===== src/rtl/pc_ras_gen.sv =====
// Fetch program-counter generator with redirect priority and an optional
// circular return-address stack (enabled by defining PC_RAS_EN).
module pc_ras_gen #(
   parameter int               WIDTH     = 25,
   parameter logic [WIDTH-1:0] RESET_PC  = '0,
   parameter logic [WIDTH-1:0] INC       = WIDTH'(1),
   parameter int               RAS_DEPTH = 8
) (
   input  logic             clk,
   input  logic             rst,
   input  logic             n_stall,
   input  logic             br_en,
   input  logic [WIDTH-1:0] br_pc,
   input  logic             call_en,
   input  logic [WIDTH-1:0] call_ret_pc,
   input  logic             ret_en,
   output logic [WIDTH-1:0] pc,
   output logic             ras_empty,
   output logic             ras_ovf
);

   logic [WIDTH-1:0] pc_reg;
   logic [WIDTH-1:0] pc_next;

   assign pc = pc_reg;

`ifdef PC_RAS_EN
   localparam int PW = (RAS_DEPTH > 1) ? $clog2(RAS_DEPTH) : 1;
   localparam int CW = PW + 1;

   logic [WIDTH-1:0] ras_mem [RAS_DEPTH];
   logic [PW-1:0]    ptr_reg, ptr_next;
   logic [CW-1:0]    count_reg, count_next;
   logic             empty_reg;
   logic             ovf_reg, ovf_next;
   logic             wr_en;
   logic [PW-1:0]    wr_addr;
   logic             do_pop;
   logic [WIDTH-1:0] ras_top;

   assign ras_top   = ras_mem[ptr_reg];
   assign do_pop    = ret_en && (count_reg != '0);
   assign ras_empty = empty_reg;
   assign ras_ovf   = ovf_reg;

   always_comb begin
      pc_next    = pc_reg;
      ptr_next   = ptr_reg;
      count_next = count_reg;
      ovf_next   = ovf_reg;
      wr_en      = 1'b0;
      wr_addr    = ptr_reg;
      if (br_en) begin
         // A redirect flushes fetch; decode hints in the same cycle are stale.
         pc_next = br_pc;
      end else if (n_stall) begin
         if (do_pop && call_en) begin
            // Return-then-call: swap the top entry in place.
            pc_next = ras_top;
            wr_en   = 1'b1;
         end else if (do_pop) begin
            pc_next    = ras_top;
            ptr_next   = ptr_reg - 1'b1;
            count_next = count_reg - 1'b1;
         end else begin
            pc_next = pc_reg + INC;
            if (call_en) begin
               ptr_next = ptr_reg + 1'b1;
               wr_en    = 1'b1;
               wr_addr  = ptr_reg + 1'b1;
               if (count_reg == CW'(RAS_DEPTH))
                  ovf_next = 1'b1;
               else
                  count_next = count_reg + 1'b1;
            end
         end
      end
   end

   always_ff @(posedge clk) begin
      if (rst) begin
         pc_reg    <= RESET_PC;
         ptr_reg   <= '0;
         count_reg <= '0;
         empty_reg <= 1'b1;
         ovf_reg   <= 1'b0;
      end else begin
         pc_reg    <= pc_next;
         ptr_reg   <= ptr_next;
         count_reg <= count_next;
         empty_reg <= (count_next == '0);
         ovf_reg   <= ovf_next;
      end
   end

   // Storage is not reset; the count alone decides which entries are live.
   always_ff @(posedge clk) begin
      if (!rst && wr_en)
         ras_mem[wr_addr] <= call_ret_pc;
   end
`else
   logic unused_ras;
   assign unused_ras = &{1'b0, call_en, ret_en, call_ret_pc};
   assign ras_empty  = 1'b1;
   assign ras_ovf    = 1'b0;

   always_comb begin
      pc_next = pc_reg;
      if (br_en)
         pc_next = br_pc;
      else if (n_stall)
         pc_next = pc_reg + INC;
   end

   always_ff @(posedge clk) begin
      if (rst)
         pc_reg <= RESET_PC;
      else
         pc_reg <= pc_next;
   end
`endif

endmodule


===== config.mk =====
export PLATFORM = sky130hd
export DESIGN_NAME = pc_ras_gen
export DESIGN_NICKNAME = d
export VERILOG_FILES = /design/src/rtl/pc_ras_gen.sv
export SDC_FILE = /design/constraint.sdc
export NUM_CORES = 1
export LEC_CHECK = 0
export CAP_MARGIN = 30
export CORE_AREA = 4 4 68 70
export DETAILED_ROUTE_END_ITERATION = 7
export DIE_AREA = 0 0 72 74
export GPL_TIMING_DRIVEN = 0
export PLACE_DENSITY = 0.78
export SYNTH_ARGS = -nofsm -noshare
export SYNTH_HDL_FRONTEND = slang
export SYNTH_SLANG_ARGS = --single-unit

===== constraint.sdc =====
create_clock -name clk -period 2 [get_ports clk]
set_clock_uncertainty 0.05 [all_clocks]
set_input_delay 0.4 -clock clk [delete_from_list [all_inputs] [get_ports clk]]
set_output_delay 0.4 -clock clk [all_outputs]
set_load 0.01 [all_outputs]

== Yosys cells after proc, flatten, opt, wreduce, memory -nomap -nowiden ==
Index checks and enable logic that the tools add are counted.

* Bits in registers: 25
* Input bits: 56
* Output and inout bits: 27
* Word-level logic and storage cells: 5

* $add $sub $neg: 1
* Mux-type cells: 2
* Reduce and logical (&&, ||, !) cells: 1

{| class="wikitable"
|+ Operators with widths
! cell !! count
|-
| $mux 25 || 2
|-
| $add 25x1->25 const B || 1
|-
| $reduce_bool 2->1 || 1
|}

== Longest topological paths before layout ==
* Word-level depth: 3
* Mapped depth: 6
* Mapped depth without buffers: 5

== Worst setup path after synthesis ==
No wires, ideal clock.

* Path kind: reg2reg
* Start point: register pc_reg[9] (netlist: pc[9])
* End point: register pc_reg[19] (netlist: pc[19])
* Setup time: 91 ps
* Arrival: 1742 ps
* Data required time: 1859 ps
* Setup slack: 118 ps
* Stages on the path, launching flop included: 5
* Buffers on the path: 0
* Period minus slack after synthesis: 1882 ps
* Cells stage by stage: dfxtp_1 > nand4_4 > or4_1 > or3_1 > a311oi_1

* Word-level cells in the longest chain between the ends: 3

{| class="wikitable"
|+ Ends and longest elaborated chain
! element !! line !! text
|-
| from (decl) || 22 || <nowiki>logic [WIDTH-1:0] pc_reg;</nowiki>
|-
| from (signal assigned) || 119 || <nowiki>pc_reg <= pc_next;</nowiki>
|-
| $add 25x1->25 || 112 || <nowiki>pc_next = pc_reg + INC;</nowiki>
|-
| $mux 25 || 111 || <nowiki>else if (n_stall)</nowiki>
|-
| $mux 25 || 109 || <nowiki>if (br_en)</nowiki>
|}

No other way between the ends. The select of a mux whose other input is x is not followed.
A chain may end at the register's enable or synchronous reset.

== Final worst setup path ==
Same ends and word-level chain as after synthesis.

==> results.md <==
Global routing
• 0.155 — Total GRT Usage
• 1447 — number of global-route vias before repair
• 16 — largest net degree at the start of global routing
• 0 — overflow left after global routing
• 0 — initial antenna violation count
• 6630 um — wire length of the first global-routing pass

Cells and area
• 0.121 — share of cells above drive strength 1
• 508 sq um — area taken by flip-flops and latches
• 0 — number of antenna repair diodes
• 297 — post-layout net count
• 43.8% — area growth from synthesis to layout
• 383 — fillers
• 25 — max FFs per register
• 867 sq um — footprint of the multi-input gates
• 2150 sq um — final design area excluding fillers

Drt
• 0 — post-route ant nets
• 5.45 — Vias per Instance
• 160 — DRT iter0 DRCs
• 4 — drt first pass iters
• 4000 um — final wirelength
• 1575 — Via Count
• 0 — DRC Markers
• 13.8 um — routed len/inst

Place
• 50 — Port-buffer cells
• 0.803 — final weighted congestion of routability-driven global placement
• 3050 um — half-perimeter wire length after detailed placement
• 2060 sq um — placed standard-cell area

Run status
• finished clean — status

Timing
• 0 — final slew viol count
• 0 — final setup fails
• 0 ns — final setup TNS
• 536 MHz — Max Fclk
• 1.87 ns — minimum clock period
• 0.543 ns — transition at the pin with the smallest max-transition slack
• 0.933 — share of the clock period used by the worst path after layout
• 0 — number of endpoints with negative hold slack in the final report
• 0.635 — Slew HR
• false — setup repair after global routing missed its margin

Power and ir drop
• 540 nW/um^2 — power per unit of standard cell area
• 1.16 mW — overall power
• 0.486 mV — Worst IR Drop VDD
• 0.743 nW — leakage power summed over all cells

Critical path
• 0.13 ns — flop2flop setup slack
• reg -> reg — Setup CP Type
• register — Critical Path End Type
• 7 — Worst Path Max Fanout
• 2.01 ns — Critical Path AT
• register — nature of the critical path startpoint
• 2.14 ns — required time reported for the critical path endpoint

Clock network
• 0.10 ns — clock transition at the registers of the reported paths
• clkbuf_8 — root cell of the clock tree
• 25 — Sink Count
• 0.27 ns — source-to-sink clock delay at the later pin of the worst-skew pair
• 3 — total clock buffers created by CTS
• yes — clock tree from TritonCTS
• 1 — H-tree Lvls
• 0 — hold-fix buffers at CTS
• 2 — number of buffers on the longest clock path

Job
• 0 — max cap viols

Yosys
• 0 — fraction of registers with async set or reset after synthesis
• 182 — synthesized netlist cell count
• 0.335 — share of the yosys chip area belonging to registers
• 8.20 sq um — post-synthesis area per instance
• dfxtp_1 — ys flop type
• 239 — Mapped Nets
• 0 — number of enable flip-flop cells after synthesis
• 25 — post-synthesis register bit count
• 0 — yosys synthesis warning count
• 1490 sq um — Synth Cell Area
• 43 — library cells used by synthesis

Die
• 72 um — die span in x
• 23 — Placement Rows
• 74 um — DIE HEIGHT
• 0.376 — Initial Util
• 3970 sq um — Core Area
• 83 — I/O pin count
• 5330 sq um — total die area

Hold path
• in -> reg — worst hold-check path type

[synthesized netlist by cell type, types with 2 or more instances]
cell type  number  area share
inv_1          12       0.030
a2111oi_0       2       0.012
o22ai_1         2      0.0084
or3_1           4       0.017
xor2_1          3       0.018
and4_1          4       0.023
nor4_1          4       0.017
buf_6           4       0.030
nor3_1          6       0.020
buf_4           2       0.010
conb_1          2      0.0050
o31a_1          2       0.012
a31o_2          2       0.012
nand2_1         9       0.023
o21ai_0         5       0.017
nor2_1         20       0.050
nor3b_1         3       0.015
nand3_1         6       0.020
a311oi_1        6       0.035
nand4_1         9       0.038
a21oi_1        11       0.037
dfxtp_1        25        0.34
a211oi_1        8       0.040
clkbuf_1        5       0.013
xnor2_1         8       0.047
[repair_timing]
item / CTS / global route
setup endpoints to repair: 9 / 8
pin swaps: 1 / 1
buffers inserted: 1 / 2
gates resized for setup: 4 / 4
[metal layers]
layer	up-vias	GRT usage	wire length, um
li1	786	-	-
met1	740	0.201	1800
met2	45	0.260	1920
met3	4	0.0419	240
met4	0	0.0313	35
met5	-	0	0
[worst paths after layout]
check,start,to,cells after the start
worst min register to register,pc[19],pc[19],2
worst max register to register,pc[9],pc[19],4
worst min-delay path,rst,pc[23],2
worst max-delay path,pc[9],pc[19],4
[placed cells by master, fill, tap and decap left out, types with 2 or more instances in the layout]
cell             instances
a2111oi_0                2
a211oi_1                 8
a21oi_1                 11
a311oi_1                 6
a31o_2                   2
and4_1                   4
buf_4                    5
buf_6                    4
clkbuf_1                 5
clkbuf_8                 4
clkdlybuf4s50_1         50
conb_1                   2
dfxtp_1                 19
dfxtp_2                  6
inv_1                   12
nand2_1                  9
nand3_1                  6
nand4_1                  9
nor2_1                  20
nor3_1                   6
nor3b_1                  3
nor4_1                   3
o21ai_0                  5
o22ai_1                  2
o31a_1                   2
or3_1                    4
xnor2_1                  8
xor2_1                   3
[kinds of logic (layout without fill, tap and decap cells)]
kind of cell / after synthesis / in the layout / share of synthesized area
other cells: 2 / 2 / 0.00503
simple gates: 73 / 73 / 0.276
fa+ha+maj: 1 / 1 / 0.00838
buf+inv: 24 / 81 / 0.0922
mux: 1 / 1 / 0.00671
xor+xnor: 11 / 11 / 0.0645
compound gates: 45 / 45 / 0.212
flops: 25 / 25 / 0.335
[metrics by stage]
| stage | setup slack (ns) | std cells | utilization | hold slack (ns) |
|---|---|---|---|---|
| 2_1_floorplan | 0.118 | 182 | - | 0.487 |
| 3_3_place_gp | -0.106 | 282 | 0.518 | 0.476 |
| 3_5_place_dp | -0.191 | 282 | 0.518 | 0.481 |
| 4_1_cts | 0.00918 | 287 | 0.536 | 0.269 |
| 5_1_grt | 0.00425 | 289 | 0.541 | 0.271 |
| 6_report | 0.134 | 289 | 0.541 | 0.279 |
[worst max-delay path, stage by stage, from the launching register on]
cell	delay, ns
dfxtp_2	0.42
nand4_4	0.18
or4_1	0.56
or3_1	0.35
a311oi_1	0.24
[power by group]
part           leakage [nW]  internal, mW  switching, mW  total [mW]
Sequential            0.210         0.534         0.0490       0.583
Combinational         0.512         0.157          0.105       0.261
Clock                0.0217         0.141          0.174       0.315
[cell type report]
class	instances	area share
clock inverters	1	0.00350
multi-input cells	133	0.404
inverters	12	0.0210
well taps	50	0.0291
flip-flops and latches	25	0.237
clock buffers	3	0.0192
repair buffers	53	0.244
plain buffers	12	0.0431
Power figures use the tool's default switching activity.
